===== config.mk =====
export PLATFORM = sky130hd
export DESIGN_NAME = range_session_arbiter
export DESIGN_NICKNAME = d
export VERILOG_FILES = /design/src/rtl/range_arb_pkg.sv /design/src/rtl/rr_arbiter.sv /design/src/rtl/range_session_arbiter.sv
export SDC_FILE = /design/constraint.sdc
export NUM_CORES = 1
export LEC_CHECK = 0
export BUFFER_PORTS_ARGS = -buffer_cell sky130_fd_sc_hd__buf_4
export CAP_MARGIN = 15
export CORE_UTILIZATION = 45
export CTS_CLUSTER_SIZE = 10
export DETAILED_ROUTE_END_ITERATION = 8
export PLACE_DENSITY = 0.77
export SYNTH_ARGS = -nofsm -noshare
export SYNTH_HDL_FRONTEND = slang
export SYNTH_SLANG_ARGS = --single-unit
export TNS_END_PERCENT = 50

===== constraint.sdc =====
create_clock -name clock -period 4 [get_ports clock]
set_clock_uncertainty 0.2 [all_clocks]
set_input_delay 0.4 -clock clock [delete_from_list [all_inputs] [get_ports clock]]
set_output_delay 0.4 -clock clock [all_outputs]
set_load 0.01 [all_outputs]

===== src/rtl/range_arb_pkg.sv =====
// Shared types for the range-finder session arbiter: FSM states and result status codes.
package range_arb_pkg;

    typedef enum logic [2:0] {
        IDLE,
        WAIT_FIRST,
        REPEAT,
        STREAM,
        DRAIN,
        CAPTURE
    } arb_state_e;

    localparam int STATUS_W = 2;

    typedef enum logic [STATUS_W-1:0] {
        STATUS_OK      = 2'd0,
        STATUS_ABORT   = 2'd1,
        STATUS_TIMEOUT = 2'd2,
        STATUS_RF_ERR  = 2'd3
    } arb_status_e;

endpackage


===== src/rtl/rr_arbiter.sv =====
// Combinational round-robin picker: one-hot grant to the first requester after ptr_i.
module rr_arbiter
    import range_arb_pkg::*;
#(
    parameter int N  = 4,
    parameter int PW = (N > 1) ? $clog2(N) : 1
) (
    input  logic [N-1:0]  req_i,
    input  logic [PW-1:0] ptr_i,
    output logic [N-1:0]  gnt_o
);

    logic          found;
    logic [PW-1:0] idx;

    // The pointer itself is searched last, so the previous owner has lowest priority.
    always_comb begin
        gnt_o = '0;
        found = 1'b0;
        idx   = '0;
        for (int k = 1; k <= N; k++) begin
            idx = PW'((int'(ptr_i) + k) % N);
            if (!found && req_i[idx]) begin
                gnt_o[idx] = 1'b1;
                found      = 1'b1;
            end
        end
    end

endmodule


===== src/rtl/range_session_arbiter.sv =====
// Shares one range finder between N_REQ sample streams, one session at a time, round-robin.
// Optional session length limit compiled in with RANGE_ARB_TIMEOUT_EN.
//
// state      | meaning
// IDLE       | no owner; grant the round-robin winner when any req is high
// WAIT_FIRST | owner granted; first sample issues rf_go
// REPEAT     | one-sample (or early-abort) session; issue rf_finish on held data
// STREAM     | forwarding owner samples to the finder
// DRAIN      | finish strobe done; let the finder settle its range
// CAPTURE    | latch range, publish result, release grant
module range_session_arbiter
    import range_arb_pkg::*;
#(
    parameter int N_REQ   = 4,
    parameter int WIDTH   = 10,
    parameter int MAX_LEN = 255
) (
    input  logic                   clock,
    input  logic                   reset_n,
    input  logic [N_REQ-1:0]       req,
    input  logic [N_REQ-1:0]       sample_valid,
    input  logic [N_REQ-1:0]       sample_last,
    input  logic [N_REQ*WIDTH-1:0] sample_data,
    output logic [N_REQ-1:0]       grant,
    output logic [WIDTH-1:0]       rf_data_in,
    output logic                   rf_go,
    output logic                   rf_finish,
    input  logic [WIDTH-1:0]       rf_range,
    input  logic                   rf_error,
    output logic                   result_valid,
    output logic [WIDTH-1:0]       result_range,
    output logic [$clog2(N_REQ)-1:0] result_id,
    output logic [STATUS_W-1:0]    result_status
);

    localparam int IDW = $clog2(N_REQ);

    arb_state_e           state_q;
    logic [N_REQ-1:0]     grant_q;
    logic [IDW-1:0]       owner_q;
    logic [IDW-1:0]       ptr_q;
    logic [WIDTH-1:0]     rf_data_q;
    logic                 rf_go_q;
    logic                 rf_finish_q;
    logic                 abort_q;
    logic                 timeout_q;
    logic                 result_valid_q;
    logic [WIDTH-1:0]     result_range_q;
    logic [IDW-1:0]       result_id_q;
    logic [STATUS_W-1:0]  result_status_q;

    logic [N_REQ-1:0]     win_gnt;
    logic [IDW-1:0]       win_idx;
    logic                 own_req;
    logic                 own_valid;
    logic                 own_last;
    logic [WIDTH-1:0]     own_data;
    logic                 timeout_hit;

    rr_arbiter #(
        .N  (N_REQ),
        .PW (IDW)
    ) u_rr (
        .req_i (req),
        .ptr_i (ptr_q),
        .gnt_o (win_gnt)
    );

    always_comb begin
        win_idx = '0;
        for (int i = 0; i < N_REQ; i++) begin
            if (win_gnt[i]) win_idx = IDW'(i);
        end
    end

    // Only the owner's lanes are ever looked at; other requesters' samples are dropped.
    always_comb begin
        own_req   = req[owner_q];
        own_valid = sample_valid[owner_q];
        own_last  = sample_last[owner_q];
        own_data  = sample_data[int'(owner_q)*WIDTH +: WIDTH];
    end

`ifdef RANGE_ARB_TIMEOUT_EN
    localparam int CNT_W = $clog2(MAX_LEN + 1);

    logic [CNT_W-1:0] len_q;
    logic             stream_exit;

    assign timeout_hit = (state_q == STREAM) && (len_q == CNT_W'(MAX_LEN - 1));
    assign stream_exit = !own_req || (own_valid && own_last) || timeout_hit;

    always_ff @(posedge clock or negedge reset_n) begin
        if (!reset_n) begin
            len_q <= '0;
        end else if (state_q == STREAM && !stream_exit) begin
            len_q <= len_q + 1'b1;
        end else begin
            len_q <= '0;
        end
    end
`else
    assign timeout_hit = 1'b0;
`endif

    always_ff @(posedge clock or negedge reset_n) begin
        if (!reset_n) begin
            state_q         <= IDLE;
            grant_q         <= '0;
            owner_q         <= '0;
            ptr_q           <= IDW'(N_REQ - 1);
            rf_data_q       <= '0;
            rf_go_q         <= 1'b0;
            rf_finish_q     <= 1'b0;
            abort_q         <= 1'b0;
            timeout_q       <= 1'b0;
            result_valid_q  <= 1'b0;
            result_range_q  <= '0;
            result_id_q     <= '0;
            result_status_q <= '0;
        end else begin
            result_valid_q <= 1'b0;
            case (state_q)
                IDLE: begin
                    if (|req) begin
                        grant_q   <= win_gnt;
                        owner_q   <= win_idx;
                        abort_q   <= 1'b0;
                        timeout_q <= 1'b0;
                        state_q   <= WAIT_FIRST;
                    end
                end
                WAIT_FIRST: begin
                    if (!own_req) begin
                        // The finder still needs a go before finish, so start it on zero data.
                        rf_data_q <= '0;
                        rf_go_q   <= 1'b1;
                        abort_q   <= 1'b1;
                        state_q   <= REPEAT;
                    end else if (own_valid) begin
                        rf_data_q <= own_data;
                        rf_go_q   <= 1'b1;
                        state_q   <= own_last ? REPEAT : STREAM;
                    end
                end
                REPEAT: begin
                    rf_go_q     <= 1'b0;
                    rf_finish_q <= 1'b1;
                    state_q     <= DRAIN;
                end
                STREAM: begin
                    rf_go_q <= 1'b0;
                    if (!own_req) begin
                        rf_finish_q <= 1'b1;
                        abort_q     <= 1'b1;
                        state_q     <= DRAIN;
                    end else begin
                        if (own_valid) rf_data_q <= own_data;
                        if (own_valid && own_last) begin
                            rf_finish_q <= 1'b1;
                            state_q     <= DRAIN;
                        end else if (timeout_hit) begin
                            rf_finish_q <= 1'b1;
                            timeout_q   <= 1'b1;
                            state_q     <= DRAIN;
                        end
                    end
                end
                DRAIN: begin
                    rf_finish_q <= 1'b0;
                    state_q     <= CAPTURE;
                end
                CAPTURE: begin
                    result_range_q <= rf_range;
                    result_id_q    <= owner_q;
                    result_valid_q <= 1'b1;
                    if (rf_error)       result_status_q <= STATUS_RF_ERR;
                    else if (timeout_q) result_status_q <= STATUS_TIMEOUT;
                    else if (abort_q)   result_status_q <= STATUS_ABORT;
                    else                result_status_q <= STATUS_OK;
                    ptr_q   <= owner_q;
                    grant_q <= '0;
                    state_q <= IDLE;
                end
                default: begin
                    state_q <= IDLE;
                end
            endcase
        end
    end

    assign grant         = grant_q;
    assign rf_data_in    = rf_data_q;
    assign rf_go         = rf_go_q;
    assign rf_finish     = rf_finish_q;
    assign result_valid  = result_valid_q;
    assign result_range  = result_range_q;
    assign result_id     = result_id_q;
    assign result_status = result_status_q;

endmodule


==> flow_metrics.py <==
metrics = {
    "layout": {
        "final_cell_mix": "buf_4, nand2_1, dfrtp_1",
        "drive_above_1_share_pct": 41.6,
        "final_common_cell": "buf_4",
        "fin_nets": 370,
        "area_growth_pct": 40.4,
        "num_antenna_cells": 0,
    },
    "clock_network": {
        "root_buffer": "clkbuf_8",
        "clk_path_buf_depth": 2,
        "cts_sinks": 39,
        "tritoncts": "built",
        "numCtsBuffers": 5,
        "clock_latency_ns": 0.29,
        "htree_levels": 2,
        "clk_pin_slew_ns": 0.08,
    },
    "floorplanning": {
        "core_area_mm2": 0.00450,
        "start_util_pct": 48.5,
        "io_pins": 96,
        "die_w_um": 71.7,
        "dieArea_mm2": 0.00513,
        "row_count": 24,
        "die_h_um": 71.7,
    },
    "place": {
        "dpl.hpwl_mm": 4.07,
        "gp_congestion": 0.802,
        "portBuffers": 95,
    },
    "global_route": {
        "track_usage_pct": 21.9,
        "globalRoute.totalOverflow": 0,
        "antenna_found_initial": 0,
        "grt_start_max_net_pins": 40,
        "first_global_vias": 1871,
        "grt_pass1_wl_mm": 8.72,
    },
    "detailed_routing": {
        "route.detailed.drc": 0,
        "routed_wl_mm": 5.26,
        "post_drt_wl_per_cell_um": 15.0,
        "drtPass1Iterations": 4,
        "final_antenna_net_count": 0,
        "viasPerCell": 5.36,
        "drtIter0Drc": 78,
        "vias": 1876,
    },
    "pwr": {
        "leakagePower_nw": 1.57,
        "p_per_area_mw_per_mm2": 740,
        "ir_worst_vdd_mv": 0.400,
    },
    "worst_hold_path": {
        "hp-start": "rf_range[4]",
        "hold_class": "in -> reg",
    },
    "synth": {
        "synth_xor_area_share_pct": 0,
        "synth_cell_types": 34,
        "ys_seq_elements": 39,
        "syn_nets": 274,
        "synthArstFlopShare_pct": 100,
        "synthAdderAreaFrac_pct": 4.58,
        "synth_compound_area_share_pct": 7.97,
        "yosys.area.top_type_share_pct": 42.4,
        "synth_top_flop_cell": "dfrtp_1",
        "synth_area_leaders": "dfrtp_1, mux4_2, nand2_1",
        "synth_top_family_by_area": "multiplexers",
        "syn_avg_cell_area_um2": 10.9,
        "synthSimpleGateAreaFrac_pct": 17.5,
        "synth-edff-count": 0,
        "syn-cell-area_mm2": 0.00218,
        "yosysTopAreaCell": "dfrtp_1",
        "muxShareOfSynthArea_pct": 22.5,
        "syn_inst": 201,
        "ys_seq_area_share_pct": 44.8,
        "yosys_warnings": 0,
    },
    "critical_path": {
        "worstSetupPathType": "reg -> reg",
        "cp_slowest_cell": "dfstp_2",
        "crit_buf_inv": 1,
        "r2r_setup_slack_ns": 1.11,
        "worst_ep_arrival_time_ns": 2.90,
        "critPathLaunch": "ptr_q[0]",
        "r2r-start": "ptr_q[0]",
        "crit_path_start_kind": "flop",
        "cp_top_family": "flip-flops",
        "cp_cell_sequence": "inv_1 > ha_1 > mux4_2 > nor3b_1 > a2bb2oi_1 > and2_1 > a31oi_1",
        "critPathMaxFanout": 10,
        "end_kind": "flop",
        "required_ns": 4.01,
        "max_stage_delay_ns": 0.65,
    },
    "sta": {
        "max_slew_margin_pct": 53.3,
        "tightest_slew_ns": 0.698,
        "post-route-period-util_pct": 72.1,
        "fin_hold_ws_ns": 0.0977,
        "rsz0062_at_grt": "no",
        "period_needed_ns": 2.89,
        "setup_viol": 0,
        "drv_slew": 0,
        "max_freq_mhz": 347,
        "hold_viol_final": 0,
        "tns_ns": 0,
    },
    "status": {
        "status": "finished clean",
    },
    "run": {
        "drv_cap": 0,
    },
}
==> path summary, 6_finish.rpt <==
kind	endpoint	depth (start not counted)
setup / recovery	owner_q[1]	7
hold / removal	result_range[4]	3
setup reg to reg	owner_q[1]	7
hold reg to reg	result_status[0]	2
max in group asynchronous	ptr_q[1]	2
min in group asynchronous	rf_data_in[0]	2
==> report_power, final <==
| part | internal (W) | leakage, nW | switching [W] | total, W |
|---|---|---|---|---|
| combinational | 0.000608 | 1.02 | 0.000583 | 0.00119 |
| clock | 0.000202 | 0.0612 | 0.000136 | 0.000338 |
| sequential | 0.000581 | 0.482 | 0.000157 | 0.000738 |
==> per-layer routing <==
layer | global-route usage [%] | up-vias | wire (µm)
met3 | 5.20 | 6 | 165
met4 | 5.45 | 0 | 56
li1 | - | 914 | -
met2 | 36.5 | 41 | 2730
met1 | 29.0 | 915 | 2310
met5 | 0 | - | 0
==> timing repair <==
item,CTS,global route
setup buffers,0,0
endpoints found under the hold margin,37,0
resized for setup,0,0
hold buffers,1,0
==> synth_stat cells (all sizes together), types with 2 or more instances <==
cell / instances
nor2b: 3
dfrtp: 37
o21ai: 12
clkbuf: 6
a221oi: 2
mux2i: 10
and2: 2
a21oi: 7
nor4: 2
buf: 3
inv: 5
ha: 8
dfstp: 2
mux4: 17
a31oi: 2
nand3: 6
nand2: 51
nor2: 13
o211ai: 2
==> cell type report <==
class / instances / area (µm²)
multi-input combinational: 148 / 1150
tap: 52 / 65.1
inverter: 5 / 18.8
timing repair buffer: 98 / 738
sequential: 39 / 978
fill: 374 / 1440
clock buffer: 6 / 82.6
clock inverter: 2 / 35.0
==> worst register-to-register path, stage by stage, from the launching register on <==
cell and delay [ns]:
dfstp_2 0.65, inv_1 0.14, ha_1 0.34, mux4_2 0.62, nor3b_1 0.42, a2bb2oi_1 0.15
and2_1 0.19, a31oi_1 0.12
==> registers in the layout, indices dropped and copies added (netlist names) <==
| signal | count |
|---|---|
| result_range | 10 |
| rf_data_in | 10 |
| grant | 4 |
| state_q | 3 |
| owner_q | 2 |
| ptr_q | 2 |
| result_id | 2 |
| result_status | 2 |
| abort_q | 1 |
| result_valid | 1 |
| rf_finish | 1 |
| rf_go | 1 |
==> through the flow <==
step	setup slack, ns	utilization (%)	area [µm²]	std cells	total power (W)
after floorplan	1.33	-	2180	201	0.00151
after global placement	1.22	65.2	2940	341	0.00191
after detailed placement	1.13	65.2	2940	341	0.00195
after CTS	1.12	68.1	3070	350	0.00229
after global routing	0.905	68.1	3070	350	0.00245
final	1.11	68.1	3070	350	0.00227
==> cell families (layout without fill, tap and decap cells) <==
logic type / count (synthesis) / in the layout
buffers and inverters: 14 / 111
DFF: 39 / 39
AOI/OAI and AO/OA: 29 / 29
and+or+nand+nor: 84 / 84
adders and majority gates: 8 / 8
muxes: 27 / 27
Note: power is estimated with default switching activity, not from simulation.
